**src/rtl/onfi_pkg.sv**
```systemverilog
// Shared definitions for the ONFI status poller: command opcodes, FSM encoding
// and the row-address byte selector.
package onfi_pkg;

  localparam logic [7:0] CMD_READ_STATUS     = 8'h70;
  localparam logic [7:0] CMD_READ_STATUS_ENH = 8'h78;
  localparam int         ROW_BYTES           = 3;
  localparam int         STATUS_RDY_BIT      = 6;

  typedef enum logic [3:0] {
    IDLE   = 4'd0,
    CMD_LO = 4'd1,
    CMD_HI = 4'd2,
    ADR_LO = 4'd3,
    ADR_HI = 4'd4,
    WHR    = 4'd5,
    RE_LO  = 4'd6,
    RE_HI  = 4'd7,
    CHECK  = 4'd8,
    GAP    = 4'd9,
    DONE   = 4'd10
  } onfi_state_e;

  function automatic logic [7:0] row_byte(input logic [23:0] row, input logic [1:0] idx);
    case (idx)
      2'd0:    return row[7:0];
      2'd1:    return row[15:8];
      default: return row[23:16];
    endcase
  endfunction

endpackage

```
**src/rtl/onfi_cycle_timer.sv**
```systemverilog
// Loadable down-counter with a zero flag; used for the tWHR and poll-gap waits.
module onfi_cycle_timer #(
  parameter int W = 4
) (
  input  logic         i_clk,
  input  logic         i_rst_n,
  input  logic         i_load,
  input  logic [W-1:0] i_load_val,
  output logic         o_zero
);

  logic [W-1:0] r_cnt;

  always_ff @(posedge i_clk or negedge i_rst_n) begin
    if (!i_rst_n) begin
      r_cnt <= '0;
    end else if (i_load) begin
      r_cnt <= i_load_val;
    end else if (r_cnt != '0) begin
      r_cnt <= r_cnt - 1'b1;
    end
  end

  assign o_zero = (r_cnt == '0);

endmodule

```
**src/rtl/onfi_status_poll.sv**
```systemverilog
// Issues ONFI Read Status (70h) or Read Status Enhanced (78h) to one target and
// polls the status byte until RDY (bit 6) is set or the timeout expires.
module onfi_status_poll
  import onfi_pkg::*;
#(
  parameter int DQ_W        = 8,
  parameter int NUM_CE      = 4,
  parameter int TWHR_CYC    = 12,
  parameter int POLL_GAP    = 8,
  parameter int TIMEOUT_CYC = 100000,
  localparam int CE_W       = (NUM_CE > 1) ? $clog2(NUM_CE) : 1
) (
  input  logic              onfi_clk,
  input  logic              onfi_rst_n,
  input  logic              start,
  input  logic [CE_W-1:0]   ce_sel,
  input  logic              enhanced,
  input  logic [23:0]       row_addr,
  output logic              busy,
  output logic              done,
  output logic [7:0]        status,
  output logic              timeout,
  output logic              sel_err,
  output logic [NUM_CE-1:0] onfi_cen,
  output logic              onfi_cle,
  output logic              onfi_ale,
  output logic              onfi_wen,
  output logic              onfi_ren,
  output logic [DQ_W-1:0]   onfi_dq_o,
  output logic              onfi_dq_en,
  input  logic [DQ_W-1:0]   onfi_dq_i,
  output logic [3:0]        dbg_state
);

  localparam int TMR_MAX = (TWHR_CYC > POLL_GAP) ? TWHR_CYC : POLL_GAP;
  localparam int TMR_W   = $clog2(TMR_MAX + 1);
  localparam int TO_W    = $clog2(TIMEOUT_CYC + 1);
  localparam logic [TO_W-1:0] TO_MAX = TO_W'(TIMEOUT_CYC);

  onfi_state_e      r_state, w_next;
  logic [CE_W-1:0]  r_ce;
  logic             r_enh;
  logic [23:0]      r_row;
  logic [1:0]       r_adr_idx;
  logic [7:0]       r_status;
  logic             r_timeout;
  logic             r_sel_err;
  logic [TO_W-1:0]  r_to_cnt;
  logic             w_accept;
  logic             w_bad_sel;
  logic             w_active;
  logic             w_to_hit;
  logic             w_tmr_load;
  logic [TMR_W-1:0] w_tmr_val;
  logic             w_tmr_zero;
  logic [7:0]       w_opcode;

  // start is a request pulse sampled only in IDLE; busy high means not ready,
  // and a start seen while busy is dropped rather than queued.
  assign w_accept  = (r_state == IDLE) && start;
  assign w_bad_sel = (int'(ce_sel) >= NUM_CE);
  assign w_to_hit  = (r_to_cnt >= TO_MAX);
  assign w_active  = (r_state != IDLE) && (r_state != DONE);
  assign w_opcode  = r_enh ? CMD_READ_STATUS_ENH : CMD_READ_STATUS;

  always_ff @(posedge onfi_clk or negedge onfi_rst_n) begin
    if (!onfi_rst_n) begin
      r_state <= IDLE;
    end else begin
      r_state <= w_next;
    end
  end

  always_comb begin
    w_next = r_state;
    case (r_state)
      IDLE:    if (start) w_next = w_bad_sel ? DONE : CMD_LO;
      CMD_LO:  w_next = CMD_HI;
      CMD_HI:  w_next = r_enh ? ADR_LO : WHR;
      ADR_LO:  w_next = ADR_HI;
      ADR_HI:  w_next = (r_adr_idx == 2'(ROW_BYTES - 1)) ? WHR : ADR_LO;
      WHR:     if (w_tmr_zero) w_next = RE_LO;
      RE_LO:   w_next = RE_HI;
      RE_HI:   w_next = CHECK;
      CHECK:   w_next = (r_status[STATUS_RDY_BIT] || w_to_hit) ? DONE : GAP;
      GAP:     if (w_tmr_zero) w_next = RE_LO;
      DONE:    w_next = IDLE;
      default: w_next = IDLE;
    endcase
  end

  always_ff @(posedge onfi_clk or negedge onfi_rst_n) begin
    if (!onfi_rst_n) begin
      r_ce      <= '0;
      r_enh     <= 1'b0;
      r_row     <= '0;
      r_adr_idx <= '0;
      r_status  <= '0;
      r_timeout <= 1'b0;
      r_sel_err <= 1'b0;
      r_to_cnt  <= '0;
    end else if (w_accept) begin
      r_ce      <= ce_sel;
      r_enh     <= enhanced;
      r_row     <= row_addr;
      r_adr_idx <= '0;
      r_status  <= '0;
      r_timeout <= 1'b0;
      r_sel_err <= w_bad_sel;
      r_to_cnt  <= '0;
    end else begin
      if ((r_state != IDLE) && (r_to_cnt != TO_MAX)) r_to_cnt <= r_to_cnt + 1'b1;
      if (r_state == RE_LO) r_status <= onfi_dq_i[7:0];
      if (r_state == ADR_HI) r_adr_idx <= r_adr_idx + 1'b1;
      // Ready wins over timeout when both hold in the same CHECK cycle.
      if ((r_state == CHECK) && !r_status[STATUS_RDY_BIT] && w_to_hit) r_timeout <= 1'b1;
    end
  end

  assign w_tmr_load = ((w_next == WHR) && (r_state != WHR)) ||
                      ((w_next == GAP) && (r_state != GAP));
  assign w_tmr_val  = (w_next == WHR) ? TMR_W'(TWHR_CYC - 1) : TMR_W'(POLL_GAP - 1);

  onfi_cycle_timer #(.W(TMR_W)) u_timer (
    .i_clk      (onfi_clk),
    .i_rst_n    (onfi_rst_n),
    .i_load     (w_tmr_load),
    .i_load_val (w_tmr_val),
    .o_zero     (w_tmr_zero)
  );

  always_comb begin
    onfi_cen   = '1;
    onfi_cle   = 1'b0;
    onfi_ale   = 1'b0;
    onfi_wen   = 1'b1;
    onfi_ren   = 1'b1;
    onfi_dq_en = 1'b0;
    onfi_dq_o  = '0;
    for (int i = 0; i < NUM_CE; i++) begin
      if (w_active && (int'(r_ce) == i)) onfi_cen[i] = 1'b0;
    end
    case (r_state)
      CMD_LO, CMD_HI: begin
        onfi_cle       = 1'b1;
        onfi_wen       = (r_state == CMD_HI);
        onfi_dq_en     = 1'b1;
        onfi_dq_o[7:0] = w_opcode;
      end
      ADR_LO, ADR_HI: begin
        onfi_ale       = 1'b1;
        onfi_wen       = (r_state == ADR_HI);
        onfi_dq_en     = 1'b1;
        onfi_dq_o[7:0] = row_byte(r_row, r_adr_idx);
      end
      RE_LO:   onfi_ren = 1'b0;
      default: ;
    endcase
  end

  assign busy      = (r_state != IDLE);
  assign done      = (r_state == DONE);
  assign status    = r_status;
  assign timeout   = r_timeout;
  assign sel_err   = r_sel_err;
  assign dbg_state = r_state;

endmodule
```
**config.mk**
```make
export PLATFORM = sky130hd
export DESIGN_NAME = onfi_status_poll
export DESIGN_NICKNAME = d
export VERILOG_FILES = /design/src/rtl/onfi_pkg.sv /design/src/rtl/onfi_cycle_timer.sv /design/src/rtl/onfi_status_poll.sv
export SDC_FILE = /design/constraint.sdc
export NUM_CORES = 1
export LEC_CHECK = 0
export ABC_AREA = 1
export CAP_MARGIN = 20
export CORE_MARGIN = 2
export CORE_UTILIZATION = 40
export CTS_CLUSTER_DIAMETER = 50
export CTS_CLUSTER_SIZE = 10
export DETAILED_ROUTE_END_ITERATION = 10
export GPL_TIMING_DRIVEN = 0
export PLACE_DENSITY = 0.67
export SYNTH_ARGS = -nofsm -noshare
export SYNTH_HDL_FRONTEND = slang
export SYNTH_SLANG_ARGS = --single-unit
export TNS_END_PERCENT = 50
```
**constraint.sdc**
```tcl
create_clock -name onfi_clk -period 1.43 [get_ports onfi_clk]
set_input_delay 0.286 -clock onfi_clk [delete_from_list [all_inputs] [get_ports onfi_clk]]
set_output_delay 0.286 -clock onfi_clk [all_outputs]
set_load 0.005 [all_outputs]
```
==> results of run 1 <==
==> worst register-to-register path, cell delays in order (launching register included) <==
cell and delay, ns:
dfrtp_2 0.48, nor2_4 0.16, inv_4 0.06, buf_6 0.12, nor2_8 0.11, buf_12 0.12, buf_8 0.10, nand2_8 0.08
buf_6 0.15, nand2_8 0.07, inv_8 0.05, buf_16 0.13, nand2_2 0.06, nand2_2 0.05
==> synth_stat cells <==
cell type / number / area, um2
nand3b_1: 1 / 7.51
xnor2_1: 2 / 17.5
inv_1: 73 / 274
nand2_1: 137 / 514
buf_6: 4 / 45.0
ha_1: 6 / 75.1
buf_12: 1 / 20.0
nand2_4: 2 / 22.5
o31ai_1: 1 / 7.51
inv_2: 9 / 33.8
buf_4: 5 / 37.5
nor3_1: 2 / 10.0
o22ai_1: 9 / 56.3
xor2_1: 4 / 35.0
dfrtp_1: 63 / 1580
nand2_2: 6 / 37.5
a211oi_1: 1 / 7.51
a31oi_1: 1 / 6.26
o21bai_1: 3 / 22.5
nor2_4: 2 / 22.5
inv_6: 1 / 8.76
a21oi_4: 1 / 16.3
nand4_1: 19 / 119
conb_1: 1 / 3.75
a21oi_1: 9 / 45.0
nor2_2: 2 / 12.5
nor2_1: 32 / 120
o21ai_0: 38 / 190
nand3_1: 40 / 200
clkinv_1: 1 / 3.75
or2_2: 3 / 18.8
nor2_8: 1 / 20.0
buf_2: 5 / 25.0
o311ai_0: 1 / 8.76
o21ai_1: 1 / 5.00
o2111ai_1: 1 / 8.76
==> metal layers <==
layer  up-vias  part of all wire  track usage
met5         -                 0            0
met3        53             0.064       0.0457
li1       1861                 -            -
met4         0             0.041        0.101
met2       199              0.49        0.411
met1      2005              0.40        0.338
==> kinds of logic after synthesis <==
| group | Yosys count | share of synthesized area |
|---|---|---|
| and+or+nand+nor | 247 | 0.304 |
| buffers and inverters | 99 | 0.123 |
| AOI/OAI and AO/OA | 66 | 0.103 |
| DFF | 63 | 0.434 |
| xor gates and xnor gates | 6 | 0.0145 |
| adders and majority gates | 6 | 0.0207 |
| other | 1 | 0.00103 |
==> cells in the final DEF (no fill, tap or decap), drive strengths merged, types with 2 or more instances in the layout <==
master         netlist  routed
nand2              145     145
buf                 15     105
inv                 83      83
dfrtp               63      63
nand3               40      40
o21ai               39      39
nor2                37      37
clkdlybuf4s50        0      36
nand4               19      19
clkbuf               0      12
dlygate4sd2          0      11
a21oi               10      10
o22ai                9       9
ha                   6       6
clkinv               1       6
xor2                 4       4
o21bai               3       3
or2                  3       3
xnor2                2       2
clkinvlp             0       2
nor3                 2       2
==> area by class of cell <==
type,count,area share
repair inverters,1,0.00265
plain buffers,15,0.0320
inverters,84,0.0596
clock inverters,7,0.0118
flip-flops and latches,63,0.258
repair buffers,140,0.242
multi-input cells,326,0.352
well taps,108,0.0220
clock buffers,9,0.0202
==> worst paths after layout <==
kind | start | endpoint | slack, ns | depth (start not counted)
max reg2reg | dbg_state[1] | r_to_cnt[12] | -0.43 | 13
min | onfi_rst_n | r_to_cnt[9] | 0.02 | 1
max | dbg_state[3] | onfi_dq_o[3] | -0.63 | 7
min in group onfi_clk | row_addr[22] | r_row[22] | 0.47 | 3
max in group asynchronous | onfi_rst_n | dbg_state[2] | 0.85 | 1
min reg2reg | status[0] | status[0] | 0.50 | 2
==> flip-flops by register name, indices dropped and copies added (netlist names) <==
signal / count
r_to_cnt: 17
r_row: 24
r_ce: 2
r_adr_idx: 2
timeout: 1
status: 8
dbg_state: 4
r_enh: 1
u_timer.r_cnt: 4
==> repair_timing <==
action	4_1_cts	5_1_grt
endpoints found under the setup margin	88	84
hold buffers	0	0
pin swaps	26	27
setup buffers	52	13
gates resized for setup	269	104
cloned	8	2
==> per-stage QoR <==
stage	total power, mW	setup slack [ns]	area, um2
after floorplan	5.56	0.00566	3630
after global placement	7.38	-2.02	4460
after detailed placement	7.48	-0.740	4460
after CTS	11.9	-0.571	5700
after global routing	14.2	-0.667	6130
final	13.5	-0.635	6130
==> power by group through the flow <==
stage          logic (mW)  registers [mW]  clock network, mW
2_1_floorplan        2.74            2.82                  0
3_3_place_gp         4.49            2.89                  0
3_5_place_dp         4.58            2.90                  0
4_1_cts              7.44            2.91               1.59
5_1_grt              9.44            3.05               1.69
6_report             8.92            2.99               1.59
==> flow_metrics.env, run 1 <==
export IMPL_crit_buf_inv=4
export IMPL_crit_fanout=4
export IMPL_synth_cell_types=36
export IMPL_drv_slew=0
export IMPL_first_pass_iters=7
export IMPL_rsz0062_at_grt="true"
export IMPL_path_delay_family="buffers and inverters"
export IMPL_start_util=0.415
export IMPL_core_um2=8760
export IMPL_fin_skew_ns=0.0138
export IMPL_place_hpwl_um=6810
export IMPL_ir_drop_v=0.00106
export IMPL_fmax_mhz=484
export IMPL_fin_crit_sh=1.44
export IMPL_routed_wl_um=13600
export IMPL_overflow=0
export IMPL_cellPowerDensity_nw_per_um2=2200
export IMPL_setup_viol=83
export IMPL_tightest_slew_ns=0.810
export IMPL_grt_pass1_wl_um=19700
export IMPL_seqCellArea_um2=1580
export IMPL_slowest_delay_ns=0.45
export IMPL_htree_levels=3
export IMPL_hold_class="input pin to asynchronous set/reset pin"
export IMPL_io_pins=71
export IMPL_p_switching_mw=5.82
export IMPL_finalSetupTns_ns=-28.98
export IMPL_drive_gt1_frac=0.423
export IMPL_grt_max_degree=64
export IMPL_port_buffers=69
export IMPL_cts_sinks=63
export IMPL_maxSlewHeadroom=0.460
export IMPL_path_cells="inv_2 -> nand2_4 -> a21oi_4 -> buf_4 -> inv_1 -> o22ai_2 -> buf_2"
export IMPL_post_drt_wl_per_cell_um=18.1
export IMPL_drt_initial_drc_count=303
export IMPL_fin_hold_ws_ns=0.0189
export IMPL_num_vias=4118
export IMPL_dp_cells=665
export IMPL_p_seq_frac=0.222
export IMPL_drc=0
export IMPL_diodes=0
export IMPL_power_share_combinational=0.661
export IMPL_synth_area_per_cell_um2=7.45
export IMPL_cts_buffer_depth=2
export IMPL_vias_per_cell=5.47
export IMPL_layout_cells_non_filler=753
export IMPL_status="finished with violations"
export IMPL_switching_share=0.431
export IMPL_die_w_um=99.3
export IMPL_clkTransAtPathRegs_ns=0.08
export IMPL_cts_tree="yes"
export IMPL_crit_type="register to output port"
export IMPL_multi_input_area_um2=2160
export IMPL_grt_use_total=0.254
export IMPL_clockPowerShare=0.118
export IMPL_cts_root_buffer="clkbuf_8"
export IMPL_crit_path_start_kind="register"
export IMPL_worstPathRequired_ns=1.14
export IMPL_clk_insertion_delay_late_ns=0.35
export IMPL_numCtsBuffers=9
export IMPL_syn_area_um2=3630
export IMPL_synth_cells=488
export IMPL_synth_seq_cells=63
export IMPL_post_route_util=0.700
export IMPL_worst_slack_ns=-0.635
export IMPL_hold_viol_final=0
export IMPL_finalNetCount=684
export IMPL_die_h_um=99.3
export IMPL_num_rows=34
export IMPL_fin_crit_ns=2.06
export IMPL_cellLeakagePower_nw=3.08
export IMPL_first_global_vias=3937
export IMPL_violations="negative setup slack"
export IMPL_fillers=595
export IMPL_ys_seq_area_frac=0.434
export IMPL_worst_path_max_delay_cell="dfrtp_2"
export IMPL_synth_fp_nets=532
export IMPL_ys_warn_count=0
export IMPL_maxCapViolCount=0
export IMPL_ant_nets=0
export IMPL_end_kind="output port"
export IMPL_gp_congestion=0.891
export IMPL_antenna_found_initial=0
export IMPL_layout_area_overhead_vs_synth_pct=68.7
export IMPL_dieArea_um2=9870
export IMPL_crit_arrival_ns=1.78
export IMPL_cellInternalPower_mw=7.68
Power figures use the tool's default switching activity.
==> inputs of run 2 (changes only) <==
--- a/config.mk
+++ b/config.mk
@@ -5,16 +5,14 @@
 export SDC_FILE = /design/constraint.sdc
 export NUM_CORES = 1
 export LEC_CHECK = 0
-export ABC_AREA = 1
 export CAP_MARGIN = 20
 export CORE_MARGIN = 2
-export CORE_UTILIZATION = 40
+export CORE_UTILIZATION = 46
 export CTS_CLUSTER_DIAMETER = 50
 export CTS_CLUSTER_SIZE = 10
 export DETAILED_ROUTE_END_ITERATION = 10
 export GPL_TIMING_DRIVEN = 0
-export PLACE_DENSITY = 0.67
+export PLACE_DENSITY = 0.76
 export SYNTH_ARGS = -nofsm -noshare
 export SYNTH_HDL_FRONTEND = slang
 export SYNTH_SLANG_ARGS = --single-unit
-export TNS_END_PERCENT = 50
==> run 2 against run 1 <==
Net effect:
- the flow still finishes with violations (negative setup slack)
- count of clock-buffer cells in the layout up 2
- wire length shrank 11%
- critical path depth did not move
- clock power hardly changed
- critical endpoint is now onfi_dq_o[4]
- largest cell class unchanged
==> flow_metrics.env, run 2 <==
export IMPL_gp_congestion=0.842
export IMPL_layout_area_overhead_vs_synth_pct=70.5
export IMPL_diodes=0
export IMPL_cts_sinks=63
export IMPL_fin_hold_ws_ns=0.0332
export IMPL_port_buffers=69
export IMPL_ant_nets=0
export IMPL_synth_top_area_frac=0.484
export IMPL_crit_arrival_ns=1.88
export IMPL_routed_wl_um=12200
export IMPL_overflow=0
export IMPL_dp_cells=551
export IMPL_end_kind="output port"
export IMPL_maxSlewHeadroom=0.456
export IMPL_synthMuxAreaShare=0.00960
export IMPL_synth_fp_nets=430
export IMPL_crit_path_start_kind="register"
export IMPL_synth_most_common_cell="nand2_1"
export IMPL_synth_edf_count=0
export IMPL_final_common_cell="nand2_1"
export IMPL_place_hpwl_um=5840
export IMPL_finalNetCount=577
export IMPL_vias_per_cell=5.74
export IMPL_hold_class="input pin to asynchronous set/reset pin"
export IMPL_ys_warn_count=0
export IMPL_clk_insertion_delay_late_ns=0.34
export IMPL_hold_buffers=0
export IMPL_place_area_um2=4260
export IMPL_grt_use_total=0.282
export IMPL_die_w_um=88.1
export IMPL_synth_commonest_cells="122 x nand2_1, 63 x dfrtp_1, 29 x a21oi_1, 18 x o21ai_0, 16 x clkbuf_1"
export IMPL_path_cells="buf_6 -> buf_8 -> nand2b_4 -> a211o_4 -> buf_6 -> o21ai_1 -> buf_2"
export IMPL_fin_crit_sh=1.51
export IMPL_num_rows=30
export IMPL_synth_seq_cells=63
export IMPL_htree_levels=3
export IMPL_fin_skew_ns=0.00556
export IMPL_cts_tree="yes"
export IMPL_start_util=0.477
export IMPL_violations="negative setup slack"
export IMPL_die_h_um=88.1
export IMPL_crit_type="register to output port"
export IMPL_layout_cells_non_filler=634
export IMPL_drt_initial_drc_count=315
export IMPL_synth_area_per_cell_um2=8.44
export IMPL_largest_reg_flops=24
export IMPL_maxCapViolCount=0
export IMPL_tightest_slew_ns=0.816
export IMPL_yosys_area_share_simple=0.273
export IMPL_first_pass_iters=5
export IMPL_fin_crit_ns=2.16
export IMPL_post_drt_wl_per_cell_um=19.2
export IMPL_regMostFlops="r_row"
export IMPL_drive_gt1_frac=0.414
export IMPL_worst_path_max_delay_cell="dfrtp_1"
export IMPL_cellLeakagePower_nw=2.59
export IMPL_numCtsBuffers=9
export IMPL_yosys_area_share_adder=0.0261
export IMPL_synth_cells=386
export IMPL_slowest_delay_ns=0.40
export IMPL_dieArea_um2=7770
export IMPL_design_area_um2=5550
export IMPL_worstPathRequired_ns=1.14
export IMPL_fmax_mhz=462
export IMPL_ys_seq_area_frac=0.484
export IMPL_antenna_found_initial=0
export IMPL_yosys_area_top_type="dfrtp_1"
export IMPL_ir_drop_v=0.00118
export IMPL_grt_max_degree=64
export IMPL_hold_viol_final=0
export IMPL_worst_slack_ns=-0.732
export IMPL_first_global_vias=3440
export IMPL_drv_slew=0
export IMPL_syn_area_um2=3260
export IMPL_fillers=394
export IMPL_synthArstFlopShare=1.00
export IMPL_synth_cell_types=54
export IMPL_synth_top_flop_cell="dfrtp_1"
export IMPL_io_pins=71
export IMPL_synth_top_family_by_area="simple AND/OR/NAND/NOR gates"
export IMPL_cts_root_buffer="clkbuf_8"
export IMPL_crit_fanout=6
export IMPL_crit_top_cell="buf_6"
export IMPL_synth_xor_area_frac=0.0188
export IMPL_final_cell_mix="98 x nand2_1, 59 x dfrtp_1, 41 x buf_4"
export IMPL_synth_compound_area_frac=0.140
export IMPL_num_vias=3636
export IMPL_rsz0062_at_grt="true"
export IMPL_yosys_top_cells_area="dfrtp_1 48%, nand2_1 14%, a21oi_1 4.5%, o21ai_0 2.8%, ha_1 2.3%"
export IMPL_cellPowerDensity_nw_per_um2=2220
export IMPL_status="finished with violations"
export IMPL_clkTransAtPathRegs_ns=0.07
export IMPL_core_um2=6830
export IMPL_setup_viol=82
export IMPL_grt_pass1_wl_um=16600
export IMPL_drc=0
export IMPL_cts_buffer_depth=2
[run 2: cell count changes after synthesis, sizes merged, moves of 10 or more]
cell	previous run	this run
nand2	145	122
clkbuf	0	17
nand4	19	4
buf	15	5
a21oi	10	29
nor2	37	14
or3	0	10
inv	83	15
o21ai	39	18
nand3	40	7
[run 2: report_power, final]
group          switching (mW)  leakage (nW)  internal, mW  total, mW
logic                    3.62          1.69          4.02       7.64
clock network           0.734        0.0916         0.850       1.58
registers               0.633         0.808          2.47       3.10
[run 2: critical path, delay by kind of cell, from the launching register on]
kind | cells | cell delay (ns)
and+or+nand+nor | 1 | 0.14
DFF | 1 | 0.40
buffers and inverters | 4 | 0.55
AOI/OAI and AO/OA | 2 | 0.44
[run 2: final timing paths]
check / from / endpoint / slack [ns] / cells past startpoint
max reg2reg: r_to_cnt[1] / r_to_cnt[10] / -0.60 / 6
min reg2reg: r_row[21] / r_row[21] / 0.48 / 2
min: onfi_rst_n / status[2] / 0.03 / 1
min in group onfi_clk: row_addr[6] / r_row[6] / 0.47 / 3
max: dbg_state[1] / onfi_dq_o[4] / -0.73 / 7
max in group asynchronous: onfi_rst_n / dbg_state[0] / 0.82 / 1
[run 2: metrics by stage]
stage / utilization / setup slack, ns / power [mW] / setup TNS (ns)
floorplan: - / -0.296 / 5.77 / -8.95
global placement: 0.624 / -2.25 / 7.43 / -162.52
detailed placement: 0.623 / -0.806 / 7.59 / -37.03
CTS: 0.757 / -0.671 / 10.9 / -29.69
global route: 0.813 / -0.773 / 12.9 / -41.90
finish: 0.813 / -0.732 / 12.3 / -37.42
[run 2: kinds of logic after synthesis]
family,Yosys count
AO/OA/AOI/OAI,73
XOR/XNOR,7
buffers and inverters,38
flip-flops,63
AND/OR/NAND/NOR,194
adder cells (fa/ha/maj),7
multiplexers,3
other,1
[run 2: cell type report]
cell class	instances	area (um2)	area share
repair buffers	139	1250	0.225
inverters	16	65.1	0.0117
well taps	96	120	0.0216
multi-input cells	286	2040	0.367
flip-flops and latches	63	1580	0.285
clock buffers	11	141	0.0255
clock inverters	5	57.6	0.0104
plain buffers	18	303	0.0545
[run 2: what timing repair did]
| action | 4_1_cts | 5_1_grt |
|---|---|---|
| gates resized for setup | 182 | 83 |
| gates cloned | 3 | 4 |
| endpoints found under the setup margin | 94 | 84 |
| pin swaps | 19 | 28 |
| buffers inserted | 48 | 18 |
[run 2: routing by layer]
metal  up-vias  wire length [um]  GRT usage
li1       1600                 -          -
met1      1786              4730      0.369
met2       203              6190      0.447
met3        47               804     0.0528
met4         0               452      0.149
met5         -                 0          0
==> inputs of run 3 (changes only) <==
--- a/config.mk
+++ b/config.mk
@@ -8,7 +8,6 @@
 export CAP_MARGIN = 20
 export CORE_MARGIN = 2
 export CORE_UTILIZATION = 46
-export CTS_CLUSTER_DIAMETER = 50
 export CTS_CLUSTER_SIZE = 10
 export DETAILED_ROUTE_END_ITERATION = 10
 export GPL_TIMING_DRIVEN = 0
==> results of run 3 <==
Final layout, timing and power as in run 2 (identical DEF).
